**src/rtl/cpu_pkg.sv**
```systemverilog
// Shared CPU definitions: load/store size encodings, MEM-stage state
// encoding and small helpers for access legality and byte lane setup.
package cpu_pkg;

    localparam logic [2:0] F3_LB  = 3'b000;
    localparam logic [2:0] F3_LH  = 3'b001;
    localparam logic [2:0] F3_LW  = 3'b010;
    localparam logic [2:0] F3_LBU = 3'b100;
    localparam logic [2:0] F3_LHU = 3'b101;

    typedef enum logic [1:0] {
        IDLE = 2'd0,
        REQ  = 2'd1,
        DONE = 2'd2
    } mem_state_t;

    // 011, 110 and 111 have no load/store meaning.
    function automatic logic f3_illegal(input logic [2:0] f3);
        return !(f3 == F3_LB || f3 == F3_LH || f3 == F3_LW ||
                 f3 == F3_LBU || f3 == F3_LHU);
    endfunction

    function automatic logic f3_misaligned(input logic [2:0] f3, input logic [1:0] off);
        logic mis;
        mis = 1'b0;
        if (f3 == F3_LH || f3 == F3_LHU) mis = off[0];
        else if (f3 == F3_LW)           mis = (off != 2'b00);
        return mis;
    endfunction

    // funct3[1:0] carries the size for both signed and unsigned variants.
    function automatic logic [3:0] byte_en(input logic [2:0] f3, input logic [1:0] off);
        logic [3:0] be;
        case (f3[1:0])
            2'b00:   be = 4'b0001 << off;
            2'b01:   be = 4'b0011 << off;
            default: be = 4'b1111;
        endcase
        return be;
    endfunction

    // Replicate the store datum across all lanes; byte enables pick the lane.
    function automatic logic [31:0] store_data(input logic [2:0] f3, input logic [31:0] data);
        logic [31:0] wd;
        case (f3[1:0])
            2'b00:   wd = {4{data[7:0]}};
            2'b01:   wd = {2{data[15:0]}};
            default: wd = data;
        endcase
        return wd;
    endfunction

endpackage

```
**src/rtl/load_align.sv**
```systemverilog
// Load formatter: picks the addressed byte/half out of a memory word and
// sign- or zero-extends it. Purely combinational so a cache fill path can
// share it.
module load_align
    import cpu_pkg::*;
(
    input  logic [31:0] rdata,
    input  logic [2:0]  funct3,
    input  logic [1:0]  off,
    output logic [31:0] result
);

    logic [7:0]  sel_byte;
    logic [15:0] sel_half;

    // Lane select followed by extension according to the access type.
    always_comb begin
        sel_byte = 8'h00;
        sel_half = off[1] ? rdata[31:16] : rdata[15:0];
        case (off)
            2'd0:    sel_byte = rdata[7:0];
            2'd1:    sel_byte = rdata[15:8];
            2'd2:    sel_byte = rdata[23:16];
            default: sel_byte = rdata[31:24];
        endcase
        case (funct3)
            F3_LB:   result = {{24{sel_byte[7]}}, sel_byte};
            F3_LBU:  result = {24'h000000, sel_byte};
            F3_LH:   result = {{16{sel_half[15]}}, sel_half};
            F3_LHU:  result = {16'h0000, sel_half};
            default: result = rdata;
        endcase
    end

endmodule

```
**src/rtl/mem_access_stage.sv**
```systemverilog
// Pipeline MEM stage. Converts EX/MEM load/store control into a single
// outstanding req/ack data-memory transaction, formats load data into
// read_q and stalls the pipeline while the access is in flight. The DONE
// state keeps a stalled, still-held instruction from issuing twice.
module mem_access_stage
    import cpu_pkg::*;
(
    input  logic        clk,
    input  logic        rst_n,
    input  logic        stall_in,
    input  logic        e_MemRead,
    input  logic        e_MemWrite,
    input  logic [2:0]  e_funct3,
    input  logic [31:0] e_alu_result,
    input  logic [31:0] e_store_data,
    input  logic [4:0]  e_rd,
    input  logic        e_RegWrite,
    input  logic        e_MemToReg,
    output logic        dmem_req,
    output logic        dmem_we,
    output logic [31:0] dmem_addr,
    output logic [3:0]  dmem_be,
    output logic [31:0] dmem_wdata,
    input  logic        dmem_ack,
    input  logic [31:0] dmem_rdata,
    output logic [31:0] m_read_data,
    output logic [31:0] m_reg_data,
    output logic [4:0]  m_rd,
    output logic        m_RegWrite,
    output logic        m_MemToReg,
    output logic        mem_stall,
    output logic        mem_err
);

    mem_state_t  state_q, state_d;
    logic [29:0] addr_q,  addr_d;
    logic        we_q,    we_d;
    logic [3:0]  be_q,    be_d;
    logic [31:0] wdata_q, wdata_d;
    logic [2:0]  f3_q,    f3_d;
    logic [1:0]  off_q,   off_d;
    logic [31:0] read_q,  read_d;

    logic        access;
    logic        bad_access;
    logic [31:0] aligned;

    load_align u_load_align (
        .rdata  (dmem_rdata),
        .funct3 (f3_q),
        .off    (off_q),
        .result (aligned)
    );

    // Next state, request latching and load capture.
    always_comb begin
        state_d    = state_q;
        addr_d     = addr_q;
        we_d       = we_q;
        be_d       = be_q;
        wdata_d    = wdata_q;
        f3_d       = f3_q;
        off_d      = off_q;
        read_d     = read_q;
        access     = e_MemRead | e_MemWrite;
        bad_access = f3_illegal(e_funct3) | f3_misaligned(e_funct3, e_alu_result[1:0]);
        case (state_q)
            IDLE: begin
                if (access && !bad_access) begin
                    state_d = REQ;
                    addr_d  = e_alu_result[31:2];
                    we_d    = e_MemWrite;
                    be_d    = byte_en(e_funct3, e_alu_result[1:0]);
                    wdata_d = store_data(e_funct3, e_store_data);
                    f3_d    = e_funct3;
                    off_d   = e_alu_result[1:0];
                end
            end
            REQ: begin
                if (dmem_ack) begin
                    state_d = DONE;
                    if (!we_q) read_d = aligned;
                end
            end
            DONE: begin
                if (!stall_in) state_d = IDLE;
            end
            default: state_d = IDLE;
        endcase
    end

    // Output decode and writeback passthrough.
    always_comb begin
        mem_err     = (state_q == IDLE) && access && bad_access;
        mem_stall   = ((state_q == IDLE) && access && !bad_access) || (state_q == REQ);
        dmem_req    = (state_q == REQ);
        dmem_we     = we_q;
        dmem_addr   = {addr_q, 2'b00};
        dmem_be     = be_q;
        dmem_wdata  = wdata_q;
        m_read_data = read_q;
        m_reg_data  = e_alu_result;
        m_rd        = e_rd;
        m_MemToReg  = e_MemToReg;
        m_RegWrite  = e_RegWrite && !mem_err;
    end

    // State and request registers with synchronous active-low reset.
    always_ff @(posedge clk) begin
        if (!rst_n) begin
            state_q <= IDLE;
            addr_q  <= '0;
            we_q    <= 1'b0;
            be_q    <= '0;
            wdata_q <= '0;
            f3_q    <= '0;
            off_q   <= '0;
            read_q  <= '0;
        end else begin
            state_q <= state_d;
            addr_q  <= addr_d;
            we_q    <= we_d;
            be_q    <= be_d;
            wdata_q <= wdata_d;
            f3_q    <= f3_d;
            off_q   <= off_d;
            read_q  <= read_d;
        end
    end

endmodule

```
**config.mk**
```make
export PLATFORM = sky130hd
export DESIGN_NAME = mem_access_stage
export DESIGN_NICKNAME = d
export VERILOG_FILES = /design/src/rtl/cpu_pkg.sv /design/src/rtl/load_align.sv /design/src/rtl/mem_access_stage.sv
export SDC_FILE = /design/constraint.sdc
export NUM_CORES = 1
export LEC_CHECK = 0
export CORE_AREA = 2 2 98 100
export CTS_CLUSTER_DIAMETER = 120
export DETAILED_ROUTE_END_ITERATION = 8
export DIE_AREA = 0 0 100 102
export DONT_BUFFER_PORTS = 1
export PLACE_DENSITY = 0.7
export RECOVER_POWER = 50
export SLEW_MARGIN = 10
export SYNTH_ARGS = -nofsm -noshare
export SYNTH_HDL_FRONTEND = slang
export SYNTH_SLANG_ARGS = --single-unit
```
**constraint.sdc**
```tcl
create_clock -name clk -period 2.2 [get_ports clk]
set_clock_uncertainty 0.15 [all_clocks]
set_input_delay 0.44 -clock clk [delete_from_list [all_inputs] [get_ports clk]]
set_output_delay 0.44 -clock clk [all_outputs]
set_load 0.005 [all_outputs]
```
==> flow_summary.json <==
{
  "timing_worst_slew_pin_value_ns": 0.631,
  "design.portCount": 255,
  "cts_post_setup_buffers_inserted": 0,
  "cts-buffers-inserted": 9,
  "instance_count_of_the_mapped_netlist": 622,
  "synth_commonest_cells": "nand2_1, dfxtp_1, a21oi_1",
  "synth_seq_area_share_pct": 42.5,
  "netlist_top_cells_area": "dfxtp_1, nand2_1, a21oi_1, buf_4, mux2i_1",
  "cts-root-to-sink-buffers": 2,
  "yosys.cell_count.top_type": "nand2_1",
  "final.hold.worst_slack_ns": 0.0443,
  "critical-path-max-stage-delay_ns": 0.34,
  "critical_path_class": "register to primary output",
  "largest_net_degree_at_the_start_of_global_routing": 75,
  "area_delta_synth_final_pct": -0.726,
  "irDropWorstVdd_mv": 0.422,
  "global_route.usage.total_pct": 23.6,
  "port_buffers": 0,
  "synthDominantAreaCellType": "dfxtp_1",
  "synth_top_flop_cell": "dfxtp_1",
  "slew_headroom_pct": 57.9,
  "reg2reg_from": "f3_q[0]",
  "synth_async_sr_flop_share_pct": 0,
  "h_tree_depth": 3,
  "critical_path.endpoint": "m_RegWrite",
  "synth_top_area_share_pct": 42.5,
  "clock-root-buffer": "clkbuf_8",
  "grt.overflow.total": 0,
  "globalplace.congestion": 0.851,
  "die_h_um": 102,
  "cpMaxStageDelayCell": "dfxtp_1",
  "num-nets-final": 673,
  "detail_route.vias_per_cell": 6.04,
  "total_core_area_sq_mm": 0.00911,
  "grt_antenna_before_repair": 0,
  "worstPathMaxFanout": 4,
  "tritoncts": "built",
  "ys.warnings.count": 0,
  "average_detailed_routed_wire_length_per_instance_um": 18.6,
  "first_global_vias": 3813,
  "path_delay_family": "simple AND/OR/NAND/NOR gates",
  "outcome": "completed",
  "worst-path-buf-inv": 1,
  "cp.depth": 4,
  "min-delay-path-class": "primary input to register",
  "timing.critical_path.cells": "nor2_2, nor4b_1, buf_4, nor2b_1",
  "grt_first_pass_wirelength_um": 19100,
  "crit-reg2reg-capture": "m_read_data[3]",
  "drive_gt1_share_pct": 9.01,
  "synth_edf_count": 0,
  "timing.critical_path.required_ns": 1.61,
  "finalWorstPathRequiredPeriod_ns": 2.02,
  "worst_skew_pair.late_latency_ns": 0.36,
  "fp-row-count": 35,
  "first_iter_violations": 240,
  "rsz0062_at_grt": "no",
  "cts_num_sinks": 106,
  "crit_start": "state_q[1]",
  "wl_um": 12600,
  "synthDistinctLibCells": 41,
  "first_pass_iters": 5,
  "drcViolationCount": 0,
  "drv.max_cap_violation_count": 0,
  "design.die.area_sq_mm": 0.0102,
  "finalHoldViolCount": 0,
  "via_count": 4088,
  "synth_area_sq_mm": 0.00500,
  "final_max_slew_viol_count": 0,
  "cp-start-kind": "register",
  "worstRegToRegCells": 5,
  "critical_path.endpoint_type": "primary output",
  "diodes": 0,
  "worst-r2r-setup-slack_ns": 0.34,
  "achievable-frequency_mhz": 495,
  "die_width_um": 100,
  "worst_setup_hold_path_clk_slew_ns": 0.10,
  "post-dp-hpwl_um": 9010,
  "cellLeakagePower_nw": 1.76,
  "report.final.setup_viol": 0,
  "setup_tns_ns": 0,
  "postRouteAntennaNets": 0,
  "flop_and_latch_count_out_of_synthesis": 106,
  "power_per_cell_area_mw_per_mm2": 778,
  "initial_standard_cell_utilization_of_the_core_pct": 54.9,
  "post_synth.cell_area_avg_sq_um": 8.03,
  "min_period_over_period_pct": 91.8,
  "worst-endpoint-arrival_ns": 1.43
}
-- repair_timing --
action | 4_1_cts | 5_1_grt
resized for setup | 0 | 1
setup endpoints to repair | 0 | 1
hold buffers | 0 | 0
-- power breakdown --
group          leakage, nW  switching [W]  internal, W  total, W
clock               0.0945       0.000661     0.000532   0.00119
sequential           0.867       0.000115      0.00205   0.00217
combinational        0.794       0.000293     0.000205  0.000498
-- registers in the layout, indices dropped and copies added, names as in the netlist --
name         flops
f3_q             3
addr_q          30
off_q            2
dmem_wdata      32
dmem_we          1
state_q          2
m_read_data     32
dmem_be          4
-- metrics by stage --
step / instance area (sq um) / total power [W] / instances / worst slack (ns) / utilization (%)
after floorplan: 5000 / 0.00267 / 623 / 0.398 / -
after global placement: 4770 / 0.00269 / 661 / 0.297 / 52.4
after detailed placement: 4770 / 0.00271 / 661 / 0.236 / 52.4
after CTS: 4960 / 0.00389 / 677 / 0.0480 / 54.4
after global routing: 4960 / 0.00405 / 677 / 0.0612 / 54.5
final: 4960 / 0.00386 / 677 / 0.180 / 54.5
-- layout make-up --
type	instances	area, sq um
Multi-Input combinational cell	426	2360
Timing Repair Buffer	15	138
Tap cell	111	139
Clock inverter	4	52.6
Fill cell	864	4150
Sequential cell	106	2120
Clock buffer	12	135
Inverter	3	11.3
-- how the worst min path moves through the flow --
stage	cells after the start	to	startpoint
6_report	2	dmem_wdata[3]	e_store_data[3]
5_1_grt	2	addr_q[5]	e_alu_result[7]
4_1_cts	2	dmem_wdata[3]	e_store_data[3]
3_5_place_dp	2	addr_q[5]	addr_q[5]
3_3_place_gp	2	addr_q[9]	addr_q[9]
2_1_floorplan	2	addr_q[0]	addr_q[0]
-- routing by layer --
metal / track usage (%) / routed length (um) / vias to the layer above
met5: 0 / 0 / -
met4: 7.17 / 240 / 0
met3: 8.34 / 1230 / 24
met2: 39.1 / 5990 / 207
met1: 29.1 / 5100 / 1885
li1: - / - / 1972
-- cell families after synthesis --
| family | after synthesis | share of synthesized area (%) |
|---|---|---|
| and+or+nand+nor | 217 | 19.2 |
| AOI/OAI and AO/OA | 182 | 22.2 |
| DFF | 106 | 42.5 |
| buffers and inverters | 91 | 10.8 |
| muxes | 25 | 5.31 |
| other | 1 | 0.0750 |
-- placed cells by master (no fill, tap or decap), types with 2 or more instances in the layout --
cell type,n
a31o_2,5
a211oi_1,2
dfxtp_1,106
nor2b_1,9
nor2_1,29
nor4bb_1,2
nor4_1,2
a311oi_1,9
mux2_2,2
buf_12,2
a21oi_1,97
o211ai_1,16
clkbuf_1,3
nand3b_1,9
nand2b_1,5
clkbuf_8,9
nand3_1,6
o22a_1,2
clkinv_4,2
nor3_1,2
nand2_1,143
a211oi_2,7
and2_1,5
buf_4,13
mux2i_1,22
conb_1,2
o21ai_0,37
No activity file was read; power rests on OpenSTA's default activity.
